## src/rtl/serdesphy_ana_tx_driver_mlane.sv

```systemverilog
// Multi-lane CML TX output stage model: shared power-state FSM, registered pads,
// swing/de-emphasis amplitude and loopback tap. Optional macro: SERDESPHY_TX_POL_INV_EN.
module serdesphy_ana_tx_driver_mlane #(
  parameter int unsigned LANES      = 4,
  parameter int unsigned AMP_W      = 3,
  parameter int unsigned SETTLE_CYC = 16
) (
  input  logic                   clk,
  input  logic                   rst,
  input  logic                   enable,
  input  logic                   iso_en,
  input  logic                   elec_idle,
  input  logic                   lpbk_en,
  input  logic [LANES-1:0]       lane_en,
  input  logic [LANES-1:0]       serial_data,
`ifdef SERDESPHY_TX_POL_INV_EN
  input  logic [LANES-1:0]       pol_inv,
`endif
  input  logic [AMP_W-1:0]       swing_code,
  input  logic [AMP_W-1:0]       deemph_code,
  output logic [LANES-1:0]       txp,
  output logic [LANES-1:0]       txn,
  output logic [LANES*AMP_W-1:0] tx_amp,
  output logic [LANES-1:0]       lpbk_data,
  output logic                   tx_ready
);

  typedef enum logic [1:0] {
    ST_OFF,
    ST_WAKE,
    ST_ACTIVE,
    ST_EIDLE
  } state_t;

  localparam logic [7:0] SETTLE_LOAD = 8'(SETTLE_CYC - 1);

  state_t state, state_nxt;
  logic [7:0] cnt, cnt_nxt;

  logic [LANES-1:0]       prev_bit, prev_bit_nxt;
  logic [LANES-1:0]       first_flag, first_flag_nxt;
  logic [LANES-1:0]       txp_nxt, txn_nxt, lpbk_nxt;
  logic [LANES*AMP_W-1:0] amp_nxt;
  logic [AMP_W-1:0]       amp_repeat;
  logic [LANES-1:0]       pol_mask;

`ifdef SERDESPHY_TX_POL_INV_EN
  assign pol_mask = pol_inv;
`else
  assign pol_mask = '0;
`endif

  // Repeated-bit amplitude saturates at zero instead of wrapping.
  assign amp_repeat = (swing_code > deemph_code) ? (swing_code - deemph_code) : '0;

  always_comb begin
    state_nxt = state;
    cnt_nxt   = cnt;
    if (!enable || iso_en) begin
      state_nxt = ST_OFF;
      cnt_nxt   = '0;
    end else begin
      case (state)
        ST_OFF: begin
          if (!elec_idle) begin
            state_nxt = ST_WAKE;
            cnt_nxt   = SETTLE_LOAD;
          end
        end
        ST_WAKE: begin
          if (elec_idle) begin
            state_nxt = ST_EIDLE;
            cnt_nxt   = '0;
          end else if (cnt == '0) begin
            state_nxt = ST_ACTIVE;
          end else begin
            cnt_nxt = cnt - 8'd1;
          end
        end
        ST_ACTIVE: begin
          if (elec_idle) state_nxt = ST_EIDLE;
        end
        ST_EIDLE: begin
          if (!elec_idle) begin
            state_nxt = ST_WAKE;
            cnt_nxt   = SETTLE_LOAD;
          end
        end
        default: begin
          state_nxt = ST_OFF;
          cnt_nxt   = '0;
        end
      endcase
    end
  end

  // Pads are registered from the next state so they track the state register.
  always_comb begin
    txp_nxt        = '0;
    txn_nxt        = '0;
    amp_nxt        = '0;
    lpbk_nxt       = '0;
    prev_bit_nxt   = prev_bit;
    first_flag_nxt = first_flag;
    case (state_nxt)
      ST_WAKE: begin
        txn_nxt        = '1;
        first_flag_nxt = '1;
      end
      ST_ACTIVE: begin
        for (int unsigned i = 0; i < LANES; i++) begin
          if (lane_en[i]) begin
            prev_bit_nxt[i]   = serial_data[i];
            first_flag_nxt[i] = 1'b0;
            if (lpbk_en) begin
              lpbk_nxt[i] = serial_data[i];
            end else begin
              txp_nxt[i] = serial_data[i] ^ pol_mask[i];
              txn_nxt[i] = ~serial_data[i] ^ pol_mask[i];
              if (first_flag[i] || (serial_data[i] != prev_bit[i]))
                amp_nxt[i*AMP_W +: AMP_W] = swing_code;
              else
                amp_nxt[i*AMP_W +: AMP_W] = amp_repeat;
            end
          end
        end
      end
      default: begin
        first_flag_nxt = '1;
      end
    endcase
  end

  always_ff @(posedge clk) begin
    if (rst) begin
      state      <= ST_OFF;
      cnt        <= '0;
      txp        <= '0;
      txn        <= '1;
      tx_amp     <= '0;
      lpbk_data  <= '0;
      tx_ready   <= 1'b0;
      prev_bit   <= '0;
      first_flag <= '1;
    end else begin
      state      <= state_nxt;
      cnt        <= cnt_nxt;
      txp        <= txp_nxt;
      txn        <= txn_nxt;
      tx_amp     <= amp_nxt;
      lpbk_data  <= lpbk_nxt;
      tx_ready   <= (state_nxt == ST_ACTIVE);
      prev_bit   <= prev_bit_nxt;
      first_flag <= first_flag_nxt;
    end
  end

endmodule
```

## config.mk

```make
export PLATFORM = sky130hd
export DESIGN_NAME = serdesphy_ana_tx_driver_mlane
export DESIGN_NICKNAME = d
export VERILOG_FILES = /design/src/rtl/serdesphy_ana_tx_driver_mlane.sv
export SDC_FILE = /design/constraint.sdc
export NUM_CORES = 1
export LEC_CHECK = 0
export ABC_AREA = 1
export CAP_MARGIN = 0
export CORE_MARGIN = 5
export CORE_UTILIZATION = 56
export CTS_BUF_LIST = sky130_fd_sc_hd__clkbuf_8
export DETAILED_ROUTE_END_ITERATION = 10
export PLACE_DENSITY = 0.91
export SLEW_MARGIN = 20
export SYNTH_ARGS = -nofsm -noshare
export SYNTH_HDL_FRONTEND = slang
export SYNTH_SLANG_ARGS = --single-unit
```

## constraint.sdc

```tcl
create_clock -name clk -period 5.6 [get_ports clk]
set_input_delay 1.12 -clock clk [delete_from_list [all_inputs] [get_ports clk]]
set_output_delay 1.12 -clock clk [all_outputs]
set_load 0.02 [all_outputs]
```

==> reports/qor.txt <==
STA
------------------------------------------------------------------------------------------------------
Sum of negative setup slack                                                                       0 ns
Least-Margin Pin Slew                                                                        0.4927 ns
Total count of max-transition violations in the final report                                         0
Minimum clock period after layout                                                             3.066 ns
F_max                                                                                        326.2 MHz
Clock skew after layout                                                                    0.007855 ns
Setup repair after global routing missed its margin                                              false
Fraction of the cycle the final worst path needs                                                54.74%
Worst slew margin                                                                               67.03%
Final count of negative-setup-slack endpoints                                                        0
Final hold violation count                                                                           0

CLOCKING
------------------------------------------------------------------------------------------------------
Post-CTS Setup Repair Bufs                                                                           0
Worst-Skew Late Latency                                                                        0.30 ns
Max H-tree Level                                                                                     2
Hold_buf cts                                                                                         0
Clock tree sinks                                                                                    43
Library cell used as clock root buffer                                                        clkbuf_8
Maximum buffer depth of the clock tree                                                               2
Number of buffers created by CTS                                                                     5
# resized after CTS                                                                                  0
Clock transition at the register clock pins on the worst setup and hold paths after CTS        0.08 ns
TritonCTS clock tree                                                                              done

YOSYS
------------------------------------------------------------------------------------------------------
Proportion of synthesized chip area in sequential cells                                         43.49%
Proportion of synthesized flip-flops having asynchronous set or reset                               0%
Number of library cell types mapped by synthesis                                                    24
Cell types with the largest area share after synthesis                                    dfxtp_1 (43%), o21ai_0 (8.8%), inv_1 (8.0%)
Synthesized cell area                                                                         1979 µm²
Most common library cells after synthesis                                                 dfxtp_1 (43), inv_1 (42), nor2_1 (39)
Count of state elements after synthesis                                                             43
Net count of the mapped netlist                                                                    298
Post-synthesis cell count                                                                          267
Number of enable-type register cells in the synthesized netlist                                      0
Share of the synthesized area in the top cell type                                              43.49%
Library cell occupying the most area in the post-synthesis netlist                             dfxtp_1
Synthesized area divided by synthesized cell count                                           7.413 µm²
Dominant register cell in the synthesized netlist                                              dfxtp_1
Synth Warn #                                                                                         0
Library cell with the highest instance count after synthesis                                   dfxtp_1

DIE
------------------------------------------------------------------------------------------------------
Top-Level Pins                                                                                      45
Die width                                                                                     69.45 µm
Cell Rows                                                                                           21
Starting Density                                                                                58.40%
Area of the core region                                                                       3390 µm²
Chip height                                                                                   69.45 µm
Area enclosed by the die boundary                                                             4823 µm²

FINISH
------------------------------------------------------------------------------------------------------
Area delta synth->final                                                                         29.96%
Share of final-layout standard cells stronger than drive strength 1                             4.747%
Fill cells                                                                                         254
Utilization after layout                                                                        75.90%
Count of nets after finishing                                                                      346
Count of antenna diodes in the layout                                                                0
Post-route cell area                                                                          2572 µm²
Non-Filler Instances                                                                               362

WORST SETUP PATH
------------------------------------------------------------------------------------------------------
CP Cell Sequence                                                                          clkdlybuf4s50_1, nor2_1, nor2_1, o21ai_0, nand2_1, nand2_1, ha_1, nand2_1, nor2_1, o21ai_0, a21oi_1
Setup Crit Path Kind                                                                      input pin to flop
Biggest cell delay along the critical path                                                     0.58 ns
Worst path slowest cell                                                                   clkdlybuf4s50_1
Type of element launching the critical path                                                  input pin
Worst-path maximum fanout                                                                           12
Critical Path End Type                                                                            flop
Arrival time of the worst setup path                                                           3.30 ns
Critical Path RT                                                                               5.83 ns

WORST HOLD PATH
------------------------------------------------------------------------------------------------------
Hold crit path type                                                                       flop to flop

ROUTING
------------------------------------------------------------------------------------------------------
Total routed wirelength                                                                       4.577 mm
Total number of vias                                                                              1847
Wire length per cell after detailed routing                                                   12.64 µm
Residual DRC                                                                                         0
Number of nets with antenna violations after detailed routing                                        0
Number of detailed-route iterations in the first pass                                                4
Drt initial violations                                                                              86
Average via count per standard cell                                                              5.102

PLACED DESIGN
------------------------------------------------------------------------------------------------------
Number of buffers inserted by port buffering                                                        44
Post-Place Cells                                                                                   354
Routability cong.                                                                               0.8185
Half-perimeter wire length after detailed placement                                           3.449 mm
Post-DP Area                                                                                  2460 µm²

PWR
------------------------------------------------------------------------------------------------------
Sequential group share of total power                                                            49.0%
Sw Share                                                                                        25.12%
Total power density per cell area                                                         247.7 nW/µm²
Max IR drop VDD                                                                              0.2217 mV
Leakage                                                                                       1.129 nW
Clock network power share                                                                        38.1%
Post-layout power                                                                            0.6372 mW
Internal power consumption                                                                   0.4771 mW
Psw                                                                                          0.1601 mW
Fraction of power consumed by combinational cells                                                12.9%

GLOBAL ROUTING
------------------------------------------------------------------------------------------------------
Vias in the first global route                                                                    1913
Pin count of the biggest net entering global routing                                                15
Antenna violations before repair                                                                     0
Overall track demand over capacity in global routing                                            19.80%
Wire length of the first global-routing pass                                                  7.797 mm
Residual overflow from global routing                                                                0

FLOW RUN
------------------------------------------------------------------------------------------------------
Max Cap Viol                                                                                         0

STATUS
------------------------------------------------------------------------------------------------------
Result of the run                                                                         finished, final reports clean

cell families after synthesis:
group           synth area share [%]
fa+ha+maj                      7.333
xor+xnor                      0.8851
compound gates                 17.26
flops                          43.49
buf+inv                        9.166
simple gates                   21.87
critical path, delay by kind of cell:
family / cells / cell delay (ns)
compound gates: 3 / 0.43
fa+ha+maj: 1 / 0.36
buf+inv: 1 / 0.58
simple gates: 6 / 0.82
final cells by class:
class                   count  area (µm²)  share of cell area, %
clock buffers               5       68.82                  2.675
clock inverters             3       43.79                  1.702
inverters                  43       163.9                  6.372
multi-input cells         178       937.1                  36.43
flip-flops and latches     43       860.8                  33.46
well taps                  46       57.56                  2.237
repair buffers             44       440.4                  17.12
per-stage QoR:
| stage | setup slack [ns] | hold slack (ns) |
|---|---|---|
| floorplan | 3.095 | 0.4402 |
| global placement | 2.361 | 0.4667 |
| detailed placement | 2.281 | 0.4738 |
| CTS | 2.560 | 0.4855 |
| global route | 2.195 | 0.4937 |
| finish | 2.534 | 0.4917 |
layer usage:
layer  GRT usage (%)  wire length (µm)
met1           20.04              1869
met5               0                 0
met3           7.246               287
met2           35.91              2349
met4           8.894                71
cells in the final DEF, fill, tap and decap left out, types with 2 or more instances in the layout:
cell,count
nor2_1,39
inv_1,42
a21oi_1,28
clkdlybuf4s50_1,44
clkbuf_8,5
dfxtp_1,43
nor3_1,9
xnor2_1,2
nand3_1,9
a21boi_0,2
nand2_1,33
ha_1,10
o21ai_0,35
nor2_2,2
state kept, by name, summed over array words and instances, names as in the netlist:
register	cells
tx_ready	1
tx_amp	12
prev_bit	4
txp	4
first_flag	4
lpbk_data	4
cnt	8
state	2
txn	4
power by group through the flow:
stage / registers, mW / logic, mW / clock network [mW]
after floorplan: 0.322 / 0.0478 / 0
after global placement: 0.319 / 0.0788 / 0
after detailed placement: 0.320 / 0.0813 / 0
after CTS: 0.312 / 0.0821 / 0.247
after global routing: 0.313 / 0.0925 / 0.259
final: 0.312 / 0.0821 / 0.243
final timing paths:
check | startpoint | end | slack (ns) | cells after the start
worst min-delay path | first_flag[3] | first_flag[3] | 0.49 | 2
worst min register to register | first_flag[3] | first_flag[3] | 0.49 | 2
worst max register to register | state[0] | tx_amp[9] | 3.20 | 12
worst max-delay path | elec_idle | tx_amp[9] | 2.53 | 11
Power figures use the tool's default switching activity.
